## config.mk

```make
export PLATFORM = sky130hd
export DESIGN_NAME = bounce_square_ctrl
export DESIGN_NICKNAME = d
export VERILOG_FILES = /design/src/rtl/bounce_square_ctrl.sv
export SDC_FILE = /design/constraint.sdc
export NUM_CORES = 1
export LEC_CHECK = 0
export ABC_AREA = 1
export BUFFER_PORTS_ARGS = -buffer_cell sky130_fd_sc_hd__buf_2
export CORE_UTILIZATION = 25
export DETAILED_ROUTE_END_ITERATION = 10
export PLACE_DENSITY_LB_ADDON = 0.15
export SLEW_MARGIN = 30
export SYNTH_ARGS = -nofsm -noshare
export SYNTH_HDL_FRONTEND = slang
export SYNTH_SLANG_ARGS = --single-unit
export TNS_END_PERCENT = 100
```

## constraint.sdc

```tcl
create_clock -name clk -period 2.3 [get_ports clk]
set_clock_uncertainty 0.2 [all_clocks]
set_input_delay 0.46 -clock clk [delete_from_list [all_inputs] [get_ports clk]]
set_output_delay 0.46 -clock clk [all_outputs]
set_load 0.03 [all_outputs]
```

## src/rtl/bounce_square_ctrl.sv

```systemverilog
// bounce_square_ctrl
//   Sequencer for the bouncing-square animation feeding vga_adapter.
//   go (from IDLE) clears the whole screen and draws the square. After that,
//   every frame tick erases the square, moves it one pixel diagonally with
//   wall bounce, and redraws it. At most one pixel write is issued per clock.
//
// Ports
//   clk         system clock
//   reset       synchronous, active-low
//   go          level; leaves IDLE (ignored elsewhere)
//   pause       level; holds the sequencer in WAIT_FRAME
//   colour_in   square colour, latched when entering DRAW
//   x_out/y_out pixel coordinate (registered)
//   colour_out  pixel colour (registered)
//   plot        write strobe, aligned with x/y/colour (registered)
//   busy        high whenever the sequencer is not IDLE (registered)
module bounce_square_ctrl #(
  parameter int SCREEN_W  = 320,
  parameter int SCREEN_H  = 240,
  parameter int SIZE      = 4,
  parameter int FRAME_DIV = 833333,
  parameter int X0        = 0,
  parameter int Y0        = 0
) (
  input  logic       clk,
  input  logic       reset,
  input  logic       go,
  input  logic       pause,
  input  logic [2:0] colour_in,
  output logic [8:0] x_out,
  output logic [7:0] y_out,
  output logic [2:0] colour_out,
  output logic       plot,
  output logic       busy
);

  localparam int LS = $clog2(SIZE);
  localparam int PW = 2 * LS;
  localparam int XW = $clog2(SCREEN_W);
  localparam int YW = $clog2(SCREEN_H);
  localparam int DW = (FRAME_DIV > 1) ? $clog2(FRAME_DIV) : 1;

  localparam logic [8:0]    X_MAX  = 9'(SCREEN_W - SIZE);
  localparam logic [7:0]    Y_MAX  = 8'(SCREEN_H - SIZE);
  localparam logic [XW-1:0] CX_END = XW'(SCREEN_W - 1);
  localparam logic [YW-1:0] CY_END = YW'(SCREEN_H - 1);
  localparam logic [DW-1:0] DIV_LD = DW'(FRAME_DIV - 1);

  typedef enum logic [2:0] {
    S_IDLE, S_CLEAR, S_WAIT, S_ERASE, S_MOVE, S_DRAW
  } state_t;

  state_t        state, state_n;
  logic [XW-1:0] cx, cx_n;
  logic [YW-1:0] cy, cy_n;
  logic [PW-1:0] pix, pix_n;
  logic [8:0]    px, px_n;
  logic [7:0]    py, py_n;
  logic          dx_r, dx_n;   // 1 = moving right
  logic          dy_d, dy_n;   // 1 = moving down
  logic [2:0]    col_q, col_n;
  logic [DW-1:0] div;
  logic          tick, tick_pending, consume;

  // Registered-output staging values
  logic [8:0] ox;
  logic [7:0] oy;
  logic [2:0] ocol;
  logic       oplot;

  // Square pixel offsets: column is the low half of the pixel counter so
  // the scan runs across a row before stepping down.
  logic [LS-1:0] pc, pr;
  assign pc = pix[LS-1:0];
  assign pr = pix[PW-1:LS];

  assign tick = (div == '0);

  always_comb begin
    state_n = state;
    cx_n    = cx;
    cy_n    = cy;
    pix_n   = pix;
    px_n    = px;
    py_n    = py;
    dx_n    = dx_r;
    dy_n    = dy_d;
    col_n   = col_q;
    consume = 1'b0;
    ox      = '0;
    oy      = '0;
    ocol    = '0;
    oplot   = 1'b0;
    case (state)
      S_IDLE: begin
        if (go) begin
          state_n = S_CLEAR;
          cx_n    = '0;
          cy_n    = '0;
        end
      end
      S_CLEAR: begin
        oplot = 1'b1;
        ox    = 9'(cx);
        oy    = 8'(cy);
        if (cx == CX_END) begin
          cx_n = '0;
          if (cy == CY_END) begin
            state_n = S_DRAW;
            pix_n   = '0;
            col_n   = colour_in;
          end else begin
            cy_n = cy + YW'(1);
          end
        end else begin
          cx_n = cx + XW'(1);
        end
      end
      S_WAIT: begin
        if (tick_pending && !pause) begin
          state_n = S_ERASE;
          pix_n   = '0;
          consume = 1'b1;
        end
      end
      S_ERASE: begin
        oplot = 1'b1;
        ox    = px + 9'(pc);
        oy    = py + 8'(pr);
        pix_n = pix + PW'(1);
        if (pix == '1) state_n = S_MOVE;
      end
      S_MOVE: begin
        col_n   = colour_in;
        state_n = S_DRAW;
        pix_n   = '0;
        // Bounce turns around in place: the flip cycle already steps back
        // inward, so the square never sits outside the legal range.
        if (dx_r) begin
          if (px == X_MAX) begin dx_n = 1'b0; px_n = px - 9'd1; end
          else                  px_n = px + 9'd1;
        end else begin
          if (px == '0) begin dx_n = 1'b1; px_n = 9'd1; end
          else               px_n = px - 9'd1;
        end
        if (dy_d) begin
          if (py == Y_MAX) begin dy_n = 1'b0; py_n = py - 8'd1; end
          else                  py_n = py + 8'd1;
        end else begin
          if (py == '0) begin dy_n = 1'b1; py_n = 8'd1; end
          else               py_n = py - 8'd1;
        end
      end
      S_DRAW: begin
        oplot = 1'b1;
        ox    = px + 9'(pc);
        oy    = py + 8'(pr);
        ocol  = col_q;
        pix_n = pix + PW'(1);
        if (pix == '1) state_n = S_WAIT;
      end
      default: state_n = S_IDLE;
    endcase
  end

  always_ff @(posedge clk) begin
    if (!reset) begin
      state        <= S_IDLE;
      cx           <= '0;
      cy           <= '0;
      pix          <= '0;
      px           <= 9'(X0);
      py           <= 8'(Y0);
      dx_r         <= 1'b1;
      dy_d         <= 1'b1;
      col_q        <= '0;
      div          <= '0;
      tick_pending <= 1'b0;
      x_out        <= '0;
      y_out        <= '0;
      colour_out   <= '0;
      plot         <= 1'b0;
      busy         <= 1'b0;
    end else begin
      state <= state_n;
      cx    <= cx_n;
      cy    <= cy_n;
      pix   <= pix_n;
      px    <= px_n;
      py    <= py_n;
      dx_r  <= dx_n;
      dy_d  <= dy_n;
      col_q <= col_n;
      div   <= tick ? DIV_LD : div - DW'(1);
      // A tick landing in the consuming cycle is a new frame and stays pending.
      tick_pending <= tick | (tick_pending & ~consume);
      x_out      <= ox;
      y_out      <= oy;
      colour_out <= ocol;
      plot       <= oplot;
      busy       <= (state != S_IDLE);
    end
  end

endmodule

```

==> metrics.yaml <==
status:
  run_status: "complete, no violations"
critical_path:
  worstSetupStartpoint: "cy[0]"
  timing.critical_path.from_type: "flip-flop"
  critical-path-top-cell-by-count: "sky130_fd_sc_hd__nand3_1"
  critical_path.cell_chain: "ha_1 > nand3_1 > inv_1 > nand2_1 > nand2_4 > nand3_1 > a21oi_1 > nor2_1"
  r2r.worst_path.cells: 8
  worstPathMaxFanout: 6
  crit_type: "reg2reg"
  ff2ff_setup_slack_ps: 330
  r2r-end: "pix[0]"
  crit_required_ps: 2330
  end_kind: "flip-flop"
  cp.depth: 8
  worstPathArrival_ps: 2000
  cell_with_the_largest_stage_delay_on_the_worst_path: "sky130_fd_sc_hd__dfxtp_1"
  crit_path_max_incr_delay_ps: 430
  worstReg2RegStart: "cy[0]"
  timing.critical_path.buf_inv: 1
  path_delay_family: "simple AND/OR/NAND/NOR gates"
  critical_path.endpoint: "pix[0]"
power_and_ir_drop:
  irDropWorstVdd_mv: 0.324
  static_leakage_nw: 2.67
  power_density_relative_to_cell_area_mw_per_mm2: 991
global_route:
  grt_usage: 0.142
  pin_count_of_the_biggest_net_entering_global_routing: 25
  first_pass_grt_wire_length_um: 24600
  grt_pass1_vias: 4690
  initial_antenna_violation_count: 0
  grt-ovfl-total: 0
sta:
  report.final.hold_viol_count: 0
  maxSlewHeadroom: 0.621
  post-route-worst-setup-slack_ps: 330
  final_cycle_utilization_of_the_critical_path: 0.856
  tightestPinTransition_ps: 565
  holdWs_ps: 173
  setup_tns_ps: 0
  rsz0062_at_grt: "no"
  fmax_mhz: 508
  final.min_clock_period_ps: 1970
  setup_violations: 0
  slew_violations: 0
place:
  dp.final_hpwl_um: 11000
  dpl.cell_count: 1106
  io_buffer_count: 28
  place_ws_ps: 338
  finalWeightedCongestion: 0.856
layout:
  stdcell_count: 1122
  drive_gt1_frac: 0.123
  area.growth.synth_to_final_pct: 15.0
  antenna_diode_instance_count: 0
  final_core_util: 0.297
  finalNetCount: 871
cts:
  maximum_root_to_sink_buffer_count: 2
  clkSinkCount: 89
  post-cts-setup-buffers: 0
  cts_hold_buffers: 0
  htree_num_levels: 3
  clk-insertion-delay-late_ps: 350
  clockRootBuffer: "sky130_fd_sc_hd__clkbuf_16"
  cts_tree: "built"
  cts_buffers: 9
  clk_transition_reported_paths_ps: 70
  cts_repair_resize_count: 0
floorplan:
  start_util: 0.258
  design.die.area_mm2: 0.0218
  num_rows: 52
  floorplan.die.width_um: 147
  die_y_um: 147
  num_io_pins: 29
  floorplan.core_area_mm2: 0.0205
yosys:
  synth.ff_latch_count: 89
  synth-edff-count: 0
  synth.area.top_cells: "sky130_fd_sc_hd__dfxtp_1 34%, sky130_fd_sc_hd__nand2_1 16%, sky130_fd_sc_hd__nand3_1 8.5%, sky130_fd_sc_hd__nor2_1 7.1%, sky130_fd_sc_hd__inv_1 5.9%"
  post_synthesis_sequential_area_ratio: 0.337
  synth_cell_type_count: 37
  synth_warnings: 0
  synthArstFlopShare: 0
  ys_dominant_reg_cell: "sky130_fd_sc_hd__dfxtp_1"
  post_synth.cell_area_avg_um2: 6.50
  post-synth-top-area-fraction: 0.337
  synth_top_cell_by_area: "sky130_fd_sc_hd__dfxtp_1"
  synth_cells: 814
  post_synth_most_frequent_cells: "219 x sky130_fd_sc_hd__nand2_1, 100 x sky130_fd_sc_hd__nor2_1, 90 x sky130_fd_sc_hd__nand3_1, 89 x sky130_fd_sc_hd__dfxtp_1, 83 x sky130_fd_sc_hd__inv_1"
  mappedNetlistNets: 838
  synthesis.area_mm2: 0.00529
  synthMostInstantiatedCell: "sky130_fd_sc_hd__nand2_1"
drt:
  num_vias: 5018
  postRouteAntennaNets: 0
  drt-initial-drc-count: 299
  drt-wirelength-per-cell_um: 13.2
  route.detailed.drc: 0
  drtPass1Iterations: 4
  viasPerCell: 4.47
  routed_wirelength_um: 14800
job:
  cap_viol_max_count: 0
min_path:
  min-delay-path-class: "in2reg"
-- cells by family (layout without fill, tap and decap cells) --
logic type,count (synthesis),count (layout),share of synthesized area
xor+xnor,15,15,0.0248
flops,89,89,0.337
fa+ha+maj,17,17,0.0430
buf+inv,118,156,0.0906
simple gates,469,469,0.397
compound gates,106,106,0.108
-- per-layer routing --
| metal | wire, um | GRT usage | share of wire |
|---|---|---|---|
| met3 | 472 | 0.0244 | 0.032 |
| met5 | 0 | 0 | 0 |
| met4 | 160 | 0.0371 | 0.011 |
| met1 | 7510 | 0.198 | 0.51 |
| met2 | 6630 | 0.225 | 0.45 |
-- sequential cells by signal, indices dropped and copies added (netlist names), 3 cells and up --
| signal | cells |
|---|---|
| state | 3 |
| px | 9 |
| y_out | 8 |
| pix | 4 |
| x_out | 9 |
| cy | 8 |
| colour_out | 3 |
| py | 8 |
| cx | 9 |
| col_q | 3 |
| div | 20 |
-- worst min-delay path by stage --
stage,from,endpoint,cells after the start
after floorplan,div[0],div[0],1
after global placement,div[0],div[0],1
after detailed placement,div[0],div[0],1
after CTS,colour_in[1],col_q[1],3
after global routing,colour_in[0],col_q[0],3
final,colour_in[1],col_q[1],3
-- report_power, final --
| part | internal (W) | switching, W | total [W] |
|---|---|---|---|
| combinational | 0.000822 | 0.00167 | 0.00250 |
| clock | 0.000779 | 0.000700 | 0.00148 |
| sequential | 0.00181 | 0.000246 | 0.00206 |
-- per-stage QoR --
stage          instance area [um2]  total power (W)
5_1_grt                       6080          0.00654
3_5_place_dp                  5800          0.00460
4_1_cts                       6080          0.00612
2_1_floorplan                 5290          0.00401
3_3_place_gp                  5800          0.00465
6_report                      6080          0.00603
-- tightest hold or removal path, delay by kind of cell --
family / cells / cell delay (ps)
buffers and inverters: 1 / 80
AND/OR/NAND/NOR: 1 / 70
AO/OA/AOI/OAI: 1 / 70
-- area by class of cell --
type | count | area [um2]
clock buffers | 10 | 239
clock inverters | 6 | 50.0
fillers | 2333 | 14400
inverters | 94 | 358
multi-input cells | 607 | 3030
flip-flops and latches | 89 | 1780
well taps | 270 | 338
repair buffers | 46 | 288
-- cell usage in the layout, fill, tap and decap left out, types with 5 or more instances in the layout --
| master | instances |
|---|---|
| sky130_fd_sc_hd__nand4_1 | 18 |
| sky130_fd_sc_hd__buf_4 | 17 |
| sky130_fd_sc_hd__inv_2 | 9 |
| sky130_fd_sc_hd__a21oi_1 | 62 |
| sky130_fd_sc_hd__inv_1 | 82 |
| sky130_fd_sc_hd__xnor2_1 | 6 |
| sky130_fd_sc_hd__buf_2 | 28 |
| sky130_fd_sc_hd__ha_1 | 15 |
| sky130_fd_sc_hd__nand2_1 | 219 |
| sky130_fd_sc_hd__clkbuf_16 | 9 |
| sky130_fd_sc_hd__or2_2 | 6 |
| sky130_fd_sc_hd__dfxtp_1 | 89 |
| sky130_fd_sc_hd__xor2_1 | 9 |
| sky130_fd_sc_hd__nand3_2 | 5 |
| sky130_fd_sc_hd__nand3_1 | 90 |
| sky130_fd_sc_hd__o21ai_0 | 27 |
| sky130_fd_sc_hd__nor3_1 | 14 |
| sky130_fd_sc_hd__nor2_1 | 100 |
Note: power is estimated with default switching activity, not from simulation.
